<file path="src/rtl/rf_wb_arbiter_pkg.sv">
// rf_wb_arbiter_pkg
//   Shared definitions for the register-file write-port arbiter:
//   default widths, the default starvation limit, the MDU buffer FSM
//   state encoding and a saturating increment helper.
package rf_wb_arbiter_pkg;

  localparam int XLEN_DEF         = 32;
  localparam int RF_AW_DEF        = 5;
  localparam int STARVE_LIMIT_DEF = 8;

  typedef enum logic [1:0] {
    IDLE  = 2'd0,
    HOLD  = 2'd1,
    FORCE = 2'd2
  } buf_state_e;

  // Increment v, stopping at lim.
  function automatic logic [7:0] sat_inc(input logic [7:0] v, input logic [7:0] lim);
    return (v >= lim) ? lim : v + 8'd1;
  endfunction

endpackage

</file>
<file path="src/rtl/rf_scoreboard.sv">
// rf_scoreboard
//   Busy vector for registers whose MDU result is still in flight.
//   Ports:
//     clk, rst            clock, synchronous active-low reset
//     set_en, set_addr    mark a register busy at the edge
//     clr_en, clr_addr    mark a register free at the edge (set wins)
//     rd_addr1/2          read addresses
//     busy1/2             busy bit of each read address
//   Callers never set register 0, so busy[0] stays 0.
module rf_scoreboard #(
  parameter int RF_AW = 5
) (
  input  logic             clk,
  input  logic             rst,
  input  logic             set_en,
  input  logic [RF_AW-1:0] set_addr,
  input  logic             clr_en,
  input  logic [RF_AW-1:0] clr_addr,
  input  logic [RF_AW-1:0] rd_addr1,
  input  logic [RF_AW-1:0] rd_addr2,
  output logic             busy1,
  output logic             busy2
);

  localparam int NREG = 2 ** RF_AW;

  logic [NREG-1:0] busy_q;

  // Clear is written before set, so a same-cycle set of the same
  // register overrides the clear.
  always_ff @(posedge clk) begin
    if (!rst) begin
      busy_q <= '0;
    end else begin
      if (clr_en) busy_q[clr_addr] <= 1'b0;
      if (set_en) busy_q[set_addr] <= 1'b1;
    end
  end

  assign busy1 = busy_q[rd_addr1];
  assign busy2 = busy_q[rd_addr2];

endmodule

</file>
<file path="src/rtl/rf_wb_arbiter.sv">
// rf_wb_arbiter
//   Write-port arbiter for the integer register file. The WB stage has
//   fixed priority and 0-cycle latency; MDU results sit in a one-entry
//   buffer and are written in the first cycle without a live WB write.
//   A starvation counter requests a pipeline bubble (stall_req) once the
//   buffer has been blocked for STARVE_LIMIT cycles.
//   Optional feature macro: RF_WB_SCOREBOARD_EN -- tracks registers with
//   an MDU result in flight and raises hazard on ID-stage reads of them.
//   Without it, hazard is tied 0.
//   Ports:
//     clk, rst                        clock, synchronous active-low reset
//     wb_reg_wen/waddr/wdata          WB stage write
//     mdu_valid/ready/waddr/wdata     MDU result handshake
//     issue_mdu, issue_waddr          MDU op issue (scoreboard set)
//     rd_addr1, rd_addr2, hazard      ID source registers, busy flag
//     stall_req                       bubble request
//     rf_wen/waddr/wdata              register file write port
module rf_wb_arbiter
  import rf_wb_arbiter_pkg::*;
#(
  parameter int XLEN         = XLEN_DEF,
  parameter int RF_AW        = RF_AW_DEF,
  parameter int STARVE_LIMIT = STARVE_LIMIT_DEF
) (
  input  logic             clk,
  input  logic             rst,
  input  logic             wb_reg_wen,
  input  logic [RF_AW-1:0] wb_reg_waddr,
  input  logic [XLEN-1:0]  wb_reg_wdata,
  input  logic             mdu_valid,
  output logic             mdu_ready,
  input  logic [RF_AW-1:0] mdu_waddr,
  input  logic [XLEN-1:0]  mdu_wdata,
  input  logic             issue_mdu,
  input  logic [RF_AW-1:0] issue_waddr,
  input  logic [RF_AW-1:0] rd_addr1,
  input  logic [RF_AW-1:0] rd_addr2,
  output logic             hazard,
  output logic             stall_req,
  output logic             rf_wen,
  output logic [RF_AW-1:0] rf_waddr,
  output logic [XLEN-1:0]  rf_wdata
);

  localparam logic [7:0] LIMIT = 8'(STARVE_LIMIT);

  buf_state_e       state_q, state_d;
  logic [7:0]       cnt_q, cnt_d;
  logic [RF_AW-1:0] buf_addr_q;
  logic [XLEN-1:0]  buf_data_q;

  logic wb_live, buf_valid, capture, drain;

  assign wb_live   = wb_reg_wen && (wb_reg_waddr != '0);
  assign buf_valid = (state_q != IDLE);

  // mdu_ready is low whenever the buffer is full, so capture and drain
  // are mutually exclusive. A handshake to x0 is consumed but not kept.
  assign mdu_ready = rst && !buf_valid;
  assign capture   = mdu_ready && mdu_valid && (mdu_waddr != '0);
  assign drain     = rst && buf_valid && !wb_live;
  assign stall_req = rst && (state_q == FORCE);

  always_comb begin
    state_d = state_q;
    cnt_d   = cnt_q;
    unique case (state_q)
      IDLE: begin
        if (capture) state_d = HOLD;
      end
      HOLD: begin
        if (drain) begin
          state_d = IDLE;
          cnt_d   = '0;
        end else begin
          cnt_d = sat_inc(cnt_q, LIMIT);
          if (cnt_d == LIMIT) state_d = FORCE;
        end
      end
      FORCE: begin
        if (drain) begin
          state_d = IDLE;
          cnt_d   = '0;
        end else begin
          cnt_d = sat_inc(cnt_q, LIMIT);
        end
      end
      default: begin
        state_d = IDLE;
        cnt_d   = '0;
      end
    endcase
  end

  always_ff @(posedge clk) begin
    if (!rst) begin
      state_q    <= IDLE;
      cnt_q      <= '0;
      buf_addr_q <= '0;
      buf_data_q <= '0;
    end else begin
      state_q <= state_d;
      cnt_q   <= cnt_d;
      if (capture) begin
        buf_addr_q <= mdu_waddr;
        buf_data_q <= mdu_wdata;
      end
    end
  end

  // WB wins; the buffer only drives the port when WB is not live.
  always_comb begin
    rf_wen   = 1'b0;
    rf_waddr = '0;
    rf_wdata = '0;
    if (rst && wb_live) begin
      rf_wen   = 1'b1;
      rf_waddr = wb_reg_waddr;
      rf_wdata = wb_reg_wdata;
    end else if (drain) begin
      rf_wen   = 1'b1;
      rf_waddr = buf_addr_q;
      rf_wdata = buf_data_q;
    end
  end

`ifdef RF_WB_SCOREBOARD_EN
  logic busy1, busy2;

  rf_scoreboard #(.RF_AW(RF_AW)) u_sb (
    .clk      (clk),
    .rst      (rst),
    .set_en   (issue_mdu && (issue_waddr != '0)),
    .set_addr (issue_waddr),
    .clr_en   (drain),
    .clr_addr (buf_addr_q),
    .rd_addr1 (rd_addr1),
    .rd_addr2 (rd_addr2),
    .busy1    (busy1),
    .busy2    (busy2)
  );

  assign hazard = rst && (busy1 || busy2);
`else
  // Ordering is enforced upstream by blocking MDU issue.
  logic unused_sb;
  assign unused_sb = ^{issue_mdu, issue_waddr, rd_addr1, rd_addr2};
  assign hazard    = 1'b0;
`endif

endmodule

</file>
<file path="config.mk">
export PLATFORM = sky130hd
export DESIGN_NAME = rf_wb_arbiter
export DESIGN_NICKNAME = d
export VERILOG_FILES = /design/src/rtl/rf_wb_arbiter_pkg.sv /design/src/rtl/rf_scoreboard.sv /design/src/rtl/rf_wb_arbiter.sv
export SDC_FILE = /design/constraint.sdc
export NUM_CORES = 1
export LEC_CHECK = 0
export ABC_AREA = 1
export CAP_MARGIN = 10
export CELL_PAD_IN_SITES_DETAIL_PLACEMENT = 1
export CELL_PAD_IN_SITES_GLOBAL_PLACEMENT = 2
export CORE_MARGIN = 2
export CORE_UTILIZATION = 19
export DETAILED_ROUTE_END_ITERATION = 10
export GPL_TIMING_DRIVEN = 0
export PLACE_DENSITY = 0.93
export SYNTH_ARGS = -nofsm -noshare
export SYNTH_HDL_FRONTEND = slang
export SYNTH_HIERARCHICAL = 1
export SYNTH_SLANG_ARGS = --single-unit
</file>
<file path="constraint.sdc">
create_clock -name clk -period 2.3 [get_ports clk]
set_input_delay 0.46 -clock clk [delete_from_list [all_inputs] [get_ports clk]]
set_output_delay 0.46 -clock clk [all_outputs]
set_load 0.1 [all_outputs]
</file>
==> results.py, run 1 <==
metrics = {
    "outcome": {
        "outcome": "complete, no violations",
    },
    "clocking": {
        "worstSkewPairLatency_ns": 0.28,
        "root_buffer": "clkbuf_16",
        "cts_max_path_buffers": 2,
        "clkTransAtPathRegs_ns": 0.06,
        "ctsHtreeMaxLevel": 2,
        "numClockSinks": 47,
        "numCtsBuffers": 5,
        "cts_tree": "built",
        "holdBufCountCts": 0,
    },
    "power_and_ir_drop": {
        "vdd_drop_max_mv": 0.2732,
        "powerDensity_mw_per_mm2": 692.1,
        "leakagePower_uw": 0.001963,
        "power_uw": 3237,
    },
    "sta": {
        "setup_viol": 0,
        "timing.fmax_mhz": 450.4,
        "finalHoldViolCount": 0,
        "fin_crit_sh_pct": 96.53,
        "drv_slew": 0,
        "period_needed_ns": 2.220,
        "totalNegativeSetupSlack_ns": 0,
        "fin_skew_ns": 0.004858,
        "timing.hold.ws_ns": 0.4399,
        "rsz0062_at_grt": "true",
    },
    "synthesis": {
        "synthCells": 371,
        "syn-num-nets": 470,
        "ys_seq_area_share_pct": 38.80,
        "yosysWarnings": 6,
        "avgSynthCellArea_um2": 6.536,
        "synth_edf_count": 0,
        "async_flop_share_pct": 0,
        "ys_types": 21,
        "ys.flop_type": "dfxtp_1",
        "syn-cell-area_mm2": 0.002425,
        "synth-seq-cells": 47,
    },
    "route": {
        "route.vias.total": 2918,
        "firstDrtPassIters": 4,
        "wl_per_cell_um": 14.60,
        "drc": 0,
        "routed_wl_um": 9959,
        "ant_nets": 0,
        "first_iter_violations": 67,
        "post_drt_via_cell_ratio": 4.279,
    },
    "floorplanning": {
        "die_x_um": 117.0,
        "core_mm2": 0.01252,
        "die_h_um": 117.0,
        "io_pins": 135,
        "dieArea_mm2": 0.01368,
        "start_util_pct": 19.37,
        "rows": 41,
    },
    "critical_path": {
        "critical-path-max-stage-delay_ns": 0.35,
        "critPathCaptureType": "output port",
        "cp_slowest_cell": "dfxtp_2",
        "timing.critical_path.mode_cell": "buf_8",
        "cp-start-kind": "flop",
        "crit_path_max_fanout": 10,
        "cp.arrival_ns": 1.76,
        "required_ns": 1.84,
        "crit_chain": "inv_1 > ha_2 > nor2_4 > buf_8 > buf_8 > nand3_1 > nand2_2 > buf_6",
        "path_class": "reg2out",
    },
    "finish": {
        "final_common_cell": "nor2_1",
        "final_cell_area_mm2": 0.004677,
        "layout-drive-gt1-share_pct": 27.90,
        "finalNetCount": 607,
        "final_cell_mix": "nor2_1 (82), clkdlybuf4s50_1 (70), nand3_1 (65)",
        "area_delta_synth_final_pct": 92.88,
        "layoutNonFillerInstCount": 682,
    },
    "global_route": {
        "grt_max_degree": 15,
        "first_global_vias": 3118,
        "grt_overflow_total": 0,
        "grt_antenna_before_repair": 1,
        "grt_first_pass_wirelength_um": 15290,
        "track_usage_pct": 14.34,
    },
    "place": {
        "port_buffers": 117,
        "placedInstanceArea_mm2": 0.003892,
        "place_inst": 660,
        "gp_congestion": 0.7509,
        "dp_hpwl_um": 7425,
    },
    "hold_path": {
        "hp-class": "reg2reg",
    },
    "run": {
        "max-cap-violations": 0,
    },
}
==> registers in the layout, indices dropped and copies added (netlist names) <==
name and flops:
cnt_q 8, state_q 2, buf_data_q 32, buf_addr_q 5
==> worst max-delay path: cells and delay by family, from the launching register on <==
kind / cells / cell delay [ns]
DFF: 1 / 0.35
adders and majority gates: 1 / 0.22
and+or+nand+nor: 3 / 0.33
buffers and inverters: 4 / 0.59
==> layout make-up <==
cell class | count | area [um2]
clock inverters | 3 | 15.01
plain buffers | 28 | 270.3
flip-flops and latches | 47 | 943.4
well taps | 172 | 215.2
diodes | 1 | 2.502
inverters | 21 | 81.33
repair buffers | 130 | 1598
multi-input cells | 275 | 1426
fillers | 1509 | 7840
clock buffers | 5 | 125.1
==> path summary, 6_finish.rpt <==
check                           slack (ns)             to  cells after the start  startpoint
worst max-delay path                  0.08    rf_wdata[7]                      8  state_q[0]
worst min-delay path                  0.44       cnt_q[5]                      2    cnt_q[5]
worst max register to register        0.57  buf_data_q[4]                      9  state_q[0]
worst min register to register        0.44       cnt_q[5]                      2    cnt_q[5]
==> stage by stage <==
stage,util (%),setup slack [ns]
finish,37.37,0.07983
global route,37.35,-0.007820
floorplan,-,0.09455
CTS,35.85,0.004833
global placement,31.10,-1.536
detailed placement,31.10,-1.583
==> cell usage after synthesis, types with 2 or more instances <==
library cell	number	area, um2
a21oi_1	7	35.03
buf_1	4	15.01
buf_2	8	40.04
buf_4	4	30.03
buf_6	2	22.52
clkbuf_1	10	37.54
dfxtp_1	47	940.9
ha_1	5	62.56
inv_1	20	75.07
nand2_1	53	198.9
nand2_2	2	12.51
nand3_1	78	390.4
nor2_1	84	315.3
o21ai_0	18	90.09
o21ai_1	20	100.1
o22ai_1	4	25.02
==> layer usage <==
layer / global-route usage [%] / share of wire (%)
met2: 26.74 / 53
met3: 1.751 / 4.1
met5: 0 / 0
met1: 17.46 / 42
met4: 3.529 / 0.71
==> cell families after synthesis <==
| kind of cell | count (synthesis) | synth area share, % |
|---|---|---|
| AND/OR/NAND/NOR | 220 | 38.91 |
| AO/OA/AOI/OAI | 49 | 10.32 |
| buffers and inverters | 49 | 9.236 |
| flip-flops | 47 | 38.80 |
| adder cells (fa/ha/maj) | 5 | 2.580 |
| other | 1 | 0.1547 |
==> power breakdown <==
group	total, uW	internal, uW	switching, uW
clock network	687	397	291
logic	1530	598	932
registers	1020	944	75.3
total	3240	1940	1300
==> timing repair <==
item,in CTS,in global routing
buffers inserted,9,1
pin swaps,13,8
gates cloned,3,1
setup endpoints to repair,40,39
gates resized for setup,364,45
Power figures use the tool's default switching activity.
==> inputs of run 2 (changes only) <==
--- a/config.mk
+++ b/config.mk
@@ -13,7 +13,7 @@
 export CORE_UTILIZATION = 19
 export DETAILED_ROUTE_END_ITERATION = 10
 export GPL_TIMING_DRIVEN = 0
-export PLACE_DENSITY = 0.93
+export PLACE_DENSITY_LB_ADDON = 0.1
 export SYNTH_ARGS = -nofsm -noshare
 export SYNTH_HDL_FRONTEND = slang
 export SYNTH_HIERARCHICAL = 1
==> run 2 against run 1 <==
First-iteration DRC count is 4.5% higher. Critical endpoint is now rf_wdata[18]. Final cell count is 1.0% lower. Fmax is 0.66% higher. Cell area is 2.6% lower. Sequential cell count stayed put. Clock skew is 0.0020 ns lower. Register-to-register slack hardly changed. Global-route usage is 0.21 points lower. Sequential power hardly changed. Largest cell class unchanged. Count of clock-buffer cells in the layout is 1 higher.
==> results.py, run 2 (same netlist as run 1, synthesis figures left out) <==
metrics = {
    "global_route": {
        "first_global_vias": 2820,
        "grt_overflow_total": 0,
        "grt_first_pass_wirelength_um": 14800,
        "track_usage_pct": 14.13,
        "grt_max_degree": 13,
        "grt_antenna_before_repair": 0,
    },
    "sta": {
        "drv_slew": 0,
        "fin_crit_sh_pct": 95.90,
        "finalHoldViolCount": 0,
        "period_needed_ns": 2.206,
        "totalNegativeSetupSlack_ns": 0,
        "timing.fmax_mhz": 453.4,
        "setup_viol": 0,
        "timing.hold.ws_ns": 0.4405,
        "fin_skew_ns": 0.002863,
        "rsz0062_at_grt": "false",
    },
    "place": {
        "port_buffers": 117,
        "placedInstanceArea_mm2": 0.003892,
        "place_inst": 660,
        "dp_hpwl_um": 7236,
        "gp_congestion": 0.6652,
    },
    "critical_path": {
        "crit_chain": "clkdlybuf4s15_1 > nor2_2 > nand3_2 > nand2_4 > inv_4 > buf_8 > bufbuf_16 > nand3_2 > nand2_2 > buf_12",
        "timing.critical_path.mode_cell": "nand3_2",
        "crit_path_max_fanout": 5,
        "cp.arrival_ns": 1.75,
        "crit_buf_inv": 5,
        "worst_path_dominant_cell_family": "buffers and inverters",
        "critPathCaptureType": "output port",
        "cp-start-kind": "input pin",
        "path_class": "in2out",
        "required_ns": 1.84,
        "cp_slowest_cell": "bufbuf_16",
        "critical-path-max-stage-delay_ns": 0.26,
        "reg2regPathDepth": 9,
        "crit_cells": 10,
    },
    "route": {
        "route.vias.total": 2857,
        "ant_nets": 0,
        "routed_wl_um": 9923,
        "firstDrtPassIters": 4,
        "drc": 0,
        "post_drt_via_cell_ratio": 4.233,
        "wl_per_cell_um": 14.70,
        "first_iter_violations": 70,
    },
    "power_and_ir_drop": {
        "vdd_drop_max_mv": 0.3195,
        "powerDensity_mw_per_mm2": 694.6,
        "pwr-share-seq_pct": 31.9,
        "p_int_uw": 1879,
        "clkPwrFrac_pct": 21.7,
        "comb_power_share_pct": 46.4,
        "leakagePower_uw": 0.001915,
        "swShare_pct": 40.62,
        "power.net_switching_uw": 1286,
    },
    "finish": {
        "final_cell_area_mm2": 0.004556,
        "finalNetCount": 603,
        "regArea_um2": 943.4,
        "reg_top3": "buf_data_q (32), cnt_q (8), buf_addr_q (5)",
        "fill_cells": 1532,
        "finish.utilization_pct": 36.40,
        "layoutNonFillerInstCount": 675,
        "final_common_cell": "nor2_1",
        "area_delta_synth_final_pct": 87.87,
        "final_cell_mix": "nor2_1 (81), clkdlybuf4s50_1 (70), nand3_1 (68)",
        "multi_input_area_mm2": 0.001414,
        "largest_reg_flops": 32,
        "layout-drive-gt1-share_pct": 26.64,
        "largest-register": "buf_data_q",
        "insertedDiodeCount": 0,
    },
    "clocking": {
        "numClockSinks": 47,
        "root_buffer": "clkbuf_16",
        "numCtsBuffers": 5,
        "ctsHtreeMaxLevel": 2,
        "clkTransAtPathRegs_ns": 0.06,
        "cts_max_path_buffers": 2,
        "worstSkewPairLatency_ns": 0.28,
        "cts_tree": "built",
        "holdBufCountCts": 0,
    },
    "floorplanning": {
        "die_x_um": 117.0,
        "rows": 41,
        "dieArea_mm2": 0.01368,
        "core_mm2": 0.01252,
        "die_h_um": 117.0,
        "io_pins": 135,
        "start_util_pct": 19.37,
    },
    "hold_path": {
        "hold_depth": 2,
        "hp-class": "reg2reg",
    },
    "run": {
        "max-cap-violations": 0,
    },
    "outcome": {
        "outcome": "complete, no violations",
    },
}
[run 2: changes by cell type in the layout (fill, tap and decap cells not counted), sizes merged]
cell           before  now
clkdlybuf4s18       1    0
clkdlybuf4s15       0    4
clkbuf             14   16
clkinv              3    0
dlymetal6s2s        1    0
dlygate4sd2         5    2
buf                72   67
diode               1    0
bufbuf              0    1
[run 2: power groups by stage]
stage / combinational (uW) / clock, uW / sequential [uW]
4_1_cts: 1480 / 718 / 1010
3_5_place_dp: 1300 / 0 / 1030
5_1_grt: 1580 / 747 / 1030
2_1_floorplan: 892 / 0 / 1010
3_3_place_gp: 1280 / 0 / 1020
6_report: 1470 / 686 / 1010
[run 2: routing by layer]
layer	share of wire [%]	GRT usage, %	up-vias	wire [um]
met5	0	0	-	0
met4	0.76	2.824	0	75
met3	4.3	2.317	5	428
met2	51	25.90	62	5094
met1	44	17.47	1321	4325
li1	-	-	1469	-
[run 2: repair_timing]
item                                    in CTS  in global routing
hold endpoints to repair                     0                  0
endpoints found under the setup margin      40                 33
gates resized for setup                    376                 24
buffers inserted                             5                  0
cloned                                       4                  0
pin swaps                                    8                  5
[run 2: final cells by class]
cell class | instances | share of cell area [%]
plain buffers | 28 | 5.136
repair buffers | 126 | 33.78
inverters | 21 | 1.785
multi-input cells | 275 | 31.04
flip-flops and latches | 47 | 20.71
clock buffers | 6 | 2.829
well taps | 172 | 4.724
[run 2: tightest hold or removal path, cell delays in order (launching register included)]
cell and delay, ns:
dfxtp_1 0.30, inv_1 0.06, nor2_1 0.04
[run 2: worst paths after layout]
check | from | end | slack, ns
setup / recovery | wb_reg_waddr[2] | rf_wdata[18] | 0.09
hold / removal | cnt_q[7] | cnt_q[7] | 0.44
setup reg to reg | state_q[0] | state_q[0] | 0.57
hold reg to reg | cnt_q[7] | cnt_q[7] | 0.44
[run 2: per-stage QoR]
stage | power, uW | setup slack, ns
global route | 3349 | 0.004242
CTS | 3204 | 0.001471
floorplan | 1900 | 0.09455
global placement | 2297 | -1.592
finish | 3164 | 0.09440
detailed placement | 2323 | -1.622
